File: src/rtl/riscv_pkg.sv
// Shared RISC-V constants, ALU op encodings, operand selects and the
// pipeline stage record used by alu_issue.
package riscv_pkg;

    localparam int XLEN   = 32;
    localparam int REG_AW = 5;

    typedef logic [3:0] aluop_t;

    // SRL/SRA share all bits but bit 0 so the ALU shifter can decode arithmetic from bit 0 alone.
    localparam aluop_t ADD_OP  = 4'd0;
    localparam aluop_t SUB_OP  = 4'd1;
    localparam aluop_t SLL_OP  = 4'd2;
    localparam aluop_t XOR_OP  = 4'd3;
    localparam aluop_t SRL_OP  = 4'd4;
    localparam aluop_t SRA_OP  = 4'd5;
    localparam aluop_t OR_OP   = 4'd6;
    localparam aluop_t AND_OP  = 4'd7;
    localparam aluop_t PASS_OP = 4'd8;

    localparam logic [6:0] OPC_OP    = 7'b0110011;
    localparam logic [6:0] OPC_OPIMM = 7'b0010011;
    localparam logic [6:0] OPC_LUI   = 7'b0110111;
    localparam logic [6:0] OPC_AUIPC = 7'b0010111;
    localparam logic [6:0] OPC_JAL   = 7'b1101111;
    localparam logic [6:0] OPC_JALR  = 7'b1100111;

    typedef enum logic [1:0] {OP1_ZERO, OP1_RS1, OP1_PC} op1_sel_e;
    typedef enum logic [1:0] {OP2_ZERO, OP2_RS2, OP2_IMM, OP2_FOUR} op2_sel_e;

    typedef struct packed {
        logic              valid;
        logic              illegal;
        logic [REG_AW-1:0] rd;
        aluop_t            aluop;
        logic [XLEN-1:0]   op1;
        logic [XLEN-1:0]   op2;
    } stage_t;

    localparam stage_t STAGE_RST = '{valid: 1'b0, illegal: 1'b0, rd: '0,
                                     aluop: ADD_OP, op1: '0, op2: '0};

    // funct3 map shared by OP and OP-IMM; caller masks b5 where it must be ignored.
    function automatic aluop_t funct3_op(input logic [2:0] funct3, input logic b5);
        aluop_t op;
        case (funct3)
            3'b000:  op = b5 ? SUB_OP : ADD_OP;
            3'b001:  op = SLL_OP;
            3'b100:  op = XOR_OP;
            3'b101:  op = b5 ? SRA_OP : SRL_OP;
            3'b110:  op = OR_OP;
            3'b111:  op = AND_OP;
            default: op = PASS_OP;
        endcase
        return op;
    endfunction

endpackage

File: src/rtl/alu_op_decode.sv
// Combinational decode of opcode/funct3/funct7[5] into ALU op, operand
// selects and an illegal flag.
module alu_op_decode
    import riscv_pkg::*;
(
    input  logic [6:0] i_opcode,
    input  logic [2:0] i_funct3,
    input  logic       i_funct7_b5,
    output aluop_t     o_aluop,
    output op1_sel_e   o_op1_sel,
    output op2_sel_e   o_op2_sel,
    output logic       o_illegal
);

    logic f3_legal;
    assign f3_legal = (i_funct3 != 3'b010) && (i_funct3 != 3'b011);

    always_comb begin
        // NOTE: every output gets a default first, so no path can infer a latch.
        o_aluop   = PASS_OP;
        o_op1_sel = OP1_ZERO;
        o_op2_sel = OP2_ZERO;
        o_illegal = 1'b1;
        case (i_opcode)
            OPC_OP: if (f3_legal) begin
                o_aluop   = funct3_op(i_funct3, i_funct7_b5);
                o_op1_sel = OP1_RS1;
                o_op2_sel = OP2_RS2;
                o_illegal = 1'b0;
            end
            OPC_OPIMM: if (f3_legal) begin
                o_aluop   = funct3_op(i_funct3, i_funct7_b5 && (i_funct3 != 3'b000));
                o_op1_sel = OP1_RS1;
                o_op2_sel = OP2_IMM;
                o_illegal = 1'b0;
            end
            OPC_LUI: begin
                o_aluop   = PASS_OP;
                o_op2_sel = OP2_IMM;
                o_illegal = 1'b0;
            end
            OPC_AUIPC: begin
                o_aluop   = ADD_OP;
                o_op1_sel = OP1_PC;
                o_op2_sel = OP2_IMM;
                o_illegal = 1'b0;
            end
            OPC_JAL, OPC_JALR: begin
                o_aluop   = ADD_OP;
                o_op1_sel = OP1_PC;
                o_op2_sel = OP2_FOUR;
                o_illegal = 1'b0;
            end
            default: ;
        endcase
    end

endmodule

File: src/rtl/alu_issue.sv
// ALU issue stage: decode/operand select into S1, tag copy in S2, operand
// replay under writeback stall. Define ALU_ISSUE_FWD_EN to forward the retiring result.
module alu_issue
    import riscv_pkg::*;
#(
    parameter int DWIDTH      = 32,
    parameter int ALUOP_WIDTH = 4,
    parameter int RADDR_WIDTH = 5
) (
    input  logic                   clk,
    input  logic                   reset,
    input  logic                   i_valid,
    output logic                   o_ready,
    input  logic [6:0]             i_opcode,
    input  logic [2:0]             i_funct3,
    input  logic                   i_funct7_b5,
    input  logic [DWIDTH-1:0]      i_pc,
    input  logic [DWIDTH-1:0]      i_imm,
    input  logic [DWIDTH-1:0]      i_rs1_data,
    input  logic [DWIDTH-1:0]      i_rs2_data,
    input  logic [RADDR_WIDTH-1:0] i_rs1_addr,
    input  logic [RADDR_WIDTH-1:0] i_rs2_addr,
    input  logic [RADDR_WIDTH-1:0] i_rd,
    output logic [DWIDTH-1:0]      o_op1,
    output logic [DWIDTH-1:0]      o_op2,
    output logic [ALUOP_WIDTH-1:0] o_aluop,
    input  logic [DWIDTH-1:0]      i_alu_result,
    output logic                   o_wb_valid,
    output logic [RADDR_WIDTH-1:0] o_wb_rd,
    output logic                   o_wb_illegal,
    input  logic                   i_wb_ready
);

    stage_t s1_q, s1_d, s2_q, s2_d, drive;
    logic   adv;

    aluop_t   dec_aluop;
    op1_sel_e dec_op1_sel;
    op2_sel_e dec_op2_sel;
    logic     dec_illegal;

    logic [XLEN-1:0] rs1_val, rs2_val, op1_val, op2_val;

    alu_op_decode u_decode (
        .i_opcode   (i_opcode),
        .i_funct3   (i_funct3),
        .i_funct7_b5(i_funct7_b5),
        .o_aluop    (dec_aluop),
        .o_op1_sel  (dec_op1_sel),
        .o_op2_sel  (dec_op2_sel),
        .o_illegal  (dec_illegal)
    );

    assign adv = !s2_q.valid || i_wb_ready;

`ifdef ALU_ISSUE_FWD_EN
    // The retiring S2 result is exactly what i_alu_result holds on the capture edge.
    logic fwd_ok;
    assign fwd_ok  = s2_q.valid && i_wb_ready && !s2_q.illegal && (s2_q.rd != '0);
    assign rs1_val = (fwd_ok && s2_q.rd == REG_AW'(i_rs1_addr)) ? XLEN'(i_alu_result)
                                                                : XLEN'(i_rs1_data);
    assign rs2_val = (fwd_ok && s2_q.rd == REG_AW'(i_rs2_addr)) ? XLEN'(i_alu_result)
                                                                : XLEN'(i_rs2_data);
`else
    logic unused_fwd;
    assign unused_fwd = ^{i_rs1_addr, i_rs2_addr, i_alu_result};
    assign rs1_val    = XLEN'(i_rs1_data);
    assign rs2_val    = XLEN'(i_rs2_data);
`endif

    always_comb begin
        case (dec_op1_sel)
            OP1_RS1: op1_val = rs1_val;
            OP1_PC:  op1_val = XLEN'(i_pc);
            default: op1_val = '0;
        endcase
        case (dec_op2_sel)
            OP2_RS2:  op2_val = rs2_val;
            OP2_IMM:  op2_val = XLEN'(i_imm);
            OP2_FOUR: op2_val = XLEN'(4);
            default:  op2_val = '0;
        endcase
    end

    always_comb begin
        s1_d = s1_q;
        s2_d = s2_q;
        if (adv) begin
            s2_d = s1_q;
            if (i_valid) begin
                s1_d.valid   = 1'b1;
                s1_d.illegal = dec_illegal;
                s1_d.rd      = REG_AW'(i_rd);
                s1_d.aluop   = dec_aluop;
                s1_d.op1     = op1_val;
                s1_d.op2     = op2_val;
            end else begin
                s1_d.valid = 1'b0;
            end
        end
    end

    always_ff @(posedge clk) begin
        // NOTE: state flops use non-blocking assignment; reset clears data too so
        // a reset during a stall leaves no stale operands on the ALU.
        if (reset) begin
            s1_q <= STAGE_RST;
            s2_q <= STAGE_RST;
        end else begin
            s1_q <= s1_d;
            s2_q <= s2_d;
        end
    end

    // While stalled the ALU recomputes S2 so its registered result holds steady.
    assign drive = adv ? s1_q : s2_q;

    assign o_ready      = adv;
    assign o_op1        = DWIDTH'(drive.op1);
    assign o_op2        = DWIDTH'(drive.op2);
    assign o_aluop      = ALUOP_WIDTH'(drive.aluop);
    assign o_wb_valid   = s2_q.valid;
    assign o_wb_rd      = RADDR_WIDTH'(s2_q.rd);
    assign o_wb_illegal = s2_q.illegal;

endmodule
File: config.mk
export PLATFORM = sky130hd
export DESIGN_NAME = alu_issue
export DESIGN_NICKNAME = d
export VERILOG_FILES = /design/src/rtl/riscv_pkg.sv /design/src/rtl/alu_op_decode.sv /design/src/rtl/alu_issue.sv
export SDC_FILE = /design/constraint.sdc
export NUM_CORES = 1
export LEC_CHECK = 0
export ABC_AREA = 1
export CORE_ASPECT_RATIO = 1.1
export CORE_MARGIN = 3
export CORE_UTILIZATION = 30
export CTS_CLUSTER_DIAMETER = 120
export DETAILED_ROUTE_END_ITERATION = 10
export PLACE_DENSITY_LB_ADDON = 0.3
export SETUP_SLACK_MARGIN = 0.4
export SYNTH_ARGS = -nofsm -noshare
export SYNTH_HDL_FRONTEND = slang
export SYNTH_SLANG_ARGS = --single-unit
export TNS_END_PERCENT = 20
File: constraint.sdc
create_clock -name clk -period 3 [get_ports clk]
set_clock_uncertainty 0.15 [all_clocks]
set_input_delay 0.9 -clock clk [delete_from_list [all_inputs] [get_ports clk]]
set_output_delay 0.9 -clock clk [all_outputs]
set_load 0.01 [all_outputs]
==> out/qor.yml <==
floorplan:
  core_area_um2: 21700
  ios: 266
  die_x_um: 149
  die_h_um: 163
  rows: 56
  die_area_um2: 24300
  initial_core_util_pct: 31.1
timing:
  tightest_slew_ps: 1010
  relSlewSlack_pct: 32.8
  period_needed_ps: 3070
  rsz0062_at_grt: "true"
  drv_slew: 0
  setup_viol: 38
  finalSetupTns_ps: -1540
  setup_ws_ps: -72.0
  hold_viol: 0
  max_clock_freq_mhz: 326
  min_period_over_period_pct: 102
cts:
  clk_latency_ps: 410
  cts_tree: "yes"
  clk_pin_slew_ps: 60
  cts_buffers: 17
  cts.hold.buffers_added: 0
  cts_root_buf: "clkbuf_16"
  cts_buffer_depth: 2
  clock_sinks: 150
  h-tree-depth: 4
placed_design:
  io_buffers: 223
  gp_congestion: 0.833
  dp_cells: 1412
  hpwl_mm: 13.9
  placed_cell_area_um2: 9940
logic_synthesis:
  yosys_register_bits: 150
  synthArstFlopShare_pct: 0
  yosysWarnings: 0
  netlist_area_um2: 6730
  synth_nets: 1075
  ys_seq_area_share_pct: 44.6
  syn_inst: 883
  ys_types: 31
  synth.avg_cell_area_um2: 7.62
  synthFlopType: "dfxtp_1"
  synth_edf_count: 0
power_and_ir_drop:
  powerDensity_nw_per_um2: 436
  leakage_nw: 5.31
  ir_worst_vdd_v: 0.000368
min_path:
  hold_start: "s1_q[10]$_SDFFE_PP0P_"
  hp-class: "reg2reg"
critical_path:
  start_kind: "input port"
  max_stage_delay_ps: 230
  critPathRequiredTime_ps: 1950
  path_max_fanout: 7
  critPathKind: "in2out"
  end_kind: "output port"
  cp.arrival_ps: 2020
  reg2reg_from: "o_wb_valid$_SDFFE_PP0N_"
  critPathLaunch: "i_wb_ready"
  cp_cell_sequence: "buf_6 -> nor2_4 -> buf_6 -> buf_12 -> buf_12 -> buf_16 -> or2_4 -> o21ai_4 -> inv_1 -> buf_2"
  slowest_stage: "or2_4"
routing:
  wl_mm: 22.2
  drt-wirelength-per-cell_um: 14.9
  vias: 6787
  drc: 0
  drtPass1Iterations: 6
  via_per_inst: 4.55
  final_antenna_net_count: 0
  drt_first_iter_violations: 272
grt:
  grt_max_degree: 134
  grt_overflow: 0
  antenna_found_initial: 0
  grt_pass1_wl_mm: 34.8
  grt_pass1_vias: 6751
  grt_usage_pct: 18.1
cells_and_area:
  synthToLayoutAreaGrowth_pct: 73.3
  insertedDiodeCount: 0
  layout_common_cells: "dfxtp_1, clkdlybuf4s50_1, nor2_1, nand2_1, buf_4"
  fin_area_um2: 11700
  layout.cells.most_common: "dfxtp_1"
  finalNetCount: 1380
  layout-drive-gt1-share_pct: 35.7
  instances_no_fill: 1491
flow_run:
  drv_cap: 0
outcome:
  status: "finished with violations"
  violations: "setup timing"
## cell usage after synthesis (22+ instances only)
master	instances	share of area, %
or2_0	25	2.3
or2_2	41	3.8
a22o_1	32	4.2
a21oi_1	22	1.6
a22oi_1	32	3.6
nor2_1	135	7.5
dfxtp_1	150	45
nand3_1	23	1.7
nand2_1	139	7.8
o21ai_0	86	6.4
clkbuf_1	39	2.2
inv_1	84	4.7
## where the power goes
| group | switching, mW | leakage [nW] | internal [mW] |
|---|---|---|---|
| clock network | 0.861 | 0.295 | 1.37 |
| logic | 0.335 | 3.80 | 0.453 |
| registers | 0.0246 | 1.22 | 2.04 |
## registers in the layout, indices dropped and copies added (netlist names)
register,count
o_wb_rd,5
s1_q,75
o_wb_valid,1
o_wb_illegal,1
s2_q,68
## final cells by class
type                            instances  area (um2)
Clock inverter                         12         165
Inverter                               87         332
Timing Repair Buffer                  352        3620
Fill cell                            1994       10000
Sequential cell                       150        3000
Tap cell                              290         363
Multi-Input combinational cell        580        3710
Clock buffer                           20         457
## critical path, delay by kind of cell
family | cells | cell delay (ps)
buf+inv | 7 | 770
compound gates | 1 | 70
simple gates | 2 | 270
## final timing paths
| kind | endpoint | slack, ps | cells after the start |
|---|---|---|---|
| setup / recovery | o_op2[21] | -70 | 10 |
| hold / removal | s1_q[10]$_SDFFE_PP0P_ | 310 | 2 |
| setup reg to reg | s2_q[5]$_SDFF_PP0_ | 480 | 18 |
| hold reg to reg | s1_q[10]$_SDFFE_PP0P_ | 310 | 2 |
## per-stage QoR
stage	setup slack [ps]	utilization [%]	power, mW	hold slack, ps
floorplan	352	-	2.35	291
global placement	-752	45.9	2.76	300
detailed placement	-751	45.9	2.76	302
CTS	-79.6	52.3	5.10	312
global route	-120	53.8	5.30	343
finish	-72.0	53.8	5.08	313
## cell families (layout without fill, tap and decap cells)
| logic type | Yosys count | in the layout | share of synthesized area (%) |
|---|---|---|---|
| fa+ha+maj | 2 | 2 | 0.372 |
| compound gates | 188 | 188 | 17.8 |
| flops | 150 | 150 | 44.6 |
| xor+xnor | 1 | 1 | 0.130 |
| simple gates | 389 | 389 | 26.8 |
| buf+inv | 153 | 471 | 10.2 |
## repair_timing
| action | CTS | global route |
|---|---|---|
| pin swaps | 27 | 30 |
| resized for setup | 452 | 90 |
| buffers inserted | 32 | 7 |
| setup endpoints to repair | 132 | 134 |
| gates cloned | 8 | 0 |
## per-layer routing
layer  GRT usage, %  part of all wire (%)  vias up
met2           30.8                    49      154
met3           3.30                   4.1       29
met5              0                     0        -
met4           6.62                   2.2        0
met1           23.0                    44     3164
li1               -                     -     3440
Power figures use the tool's default switching activity.
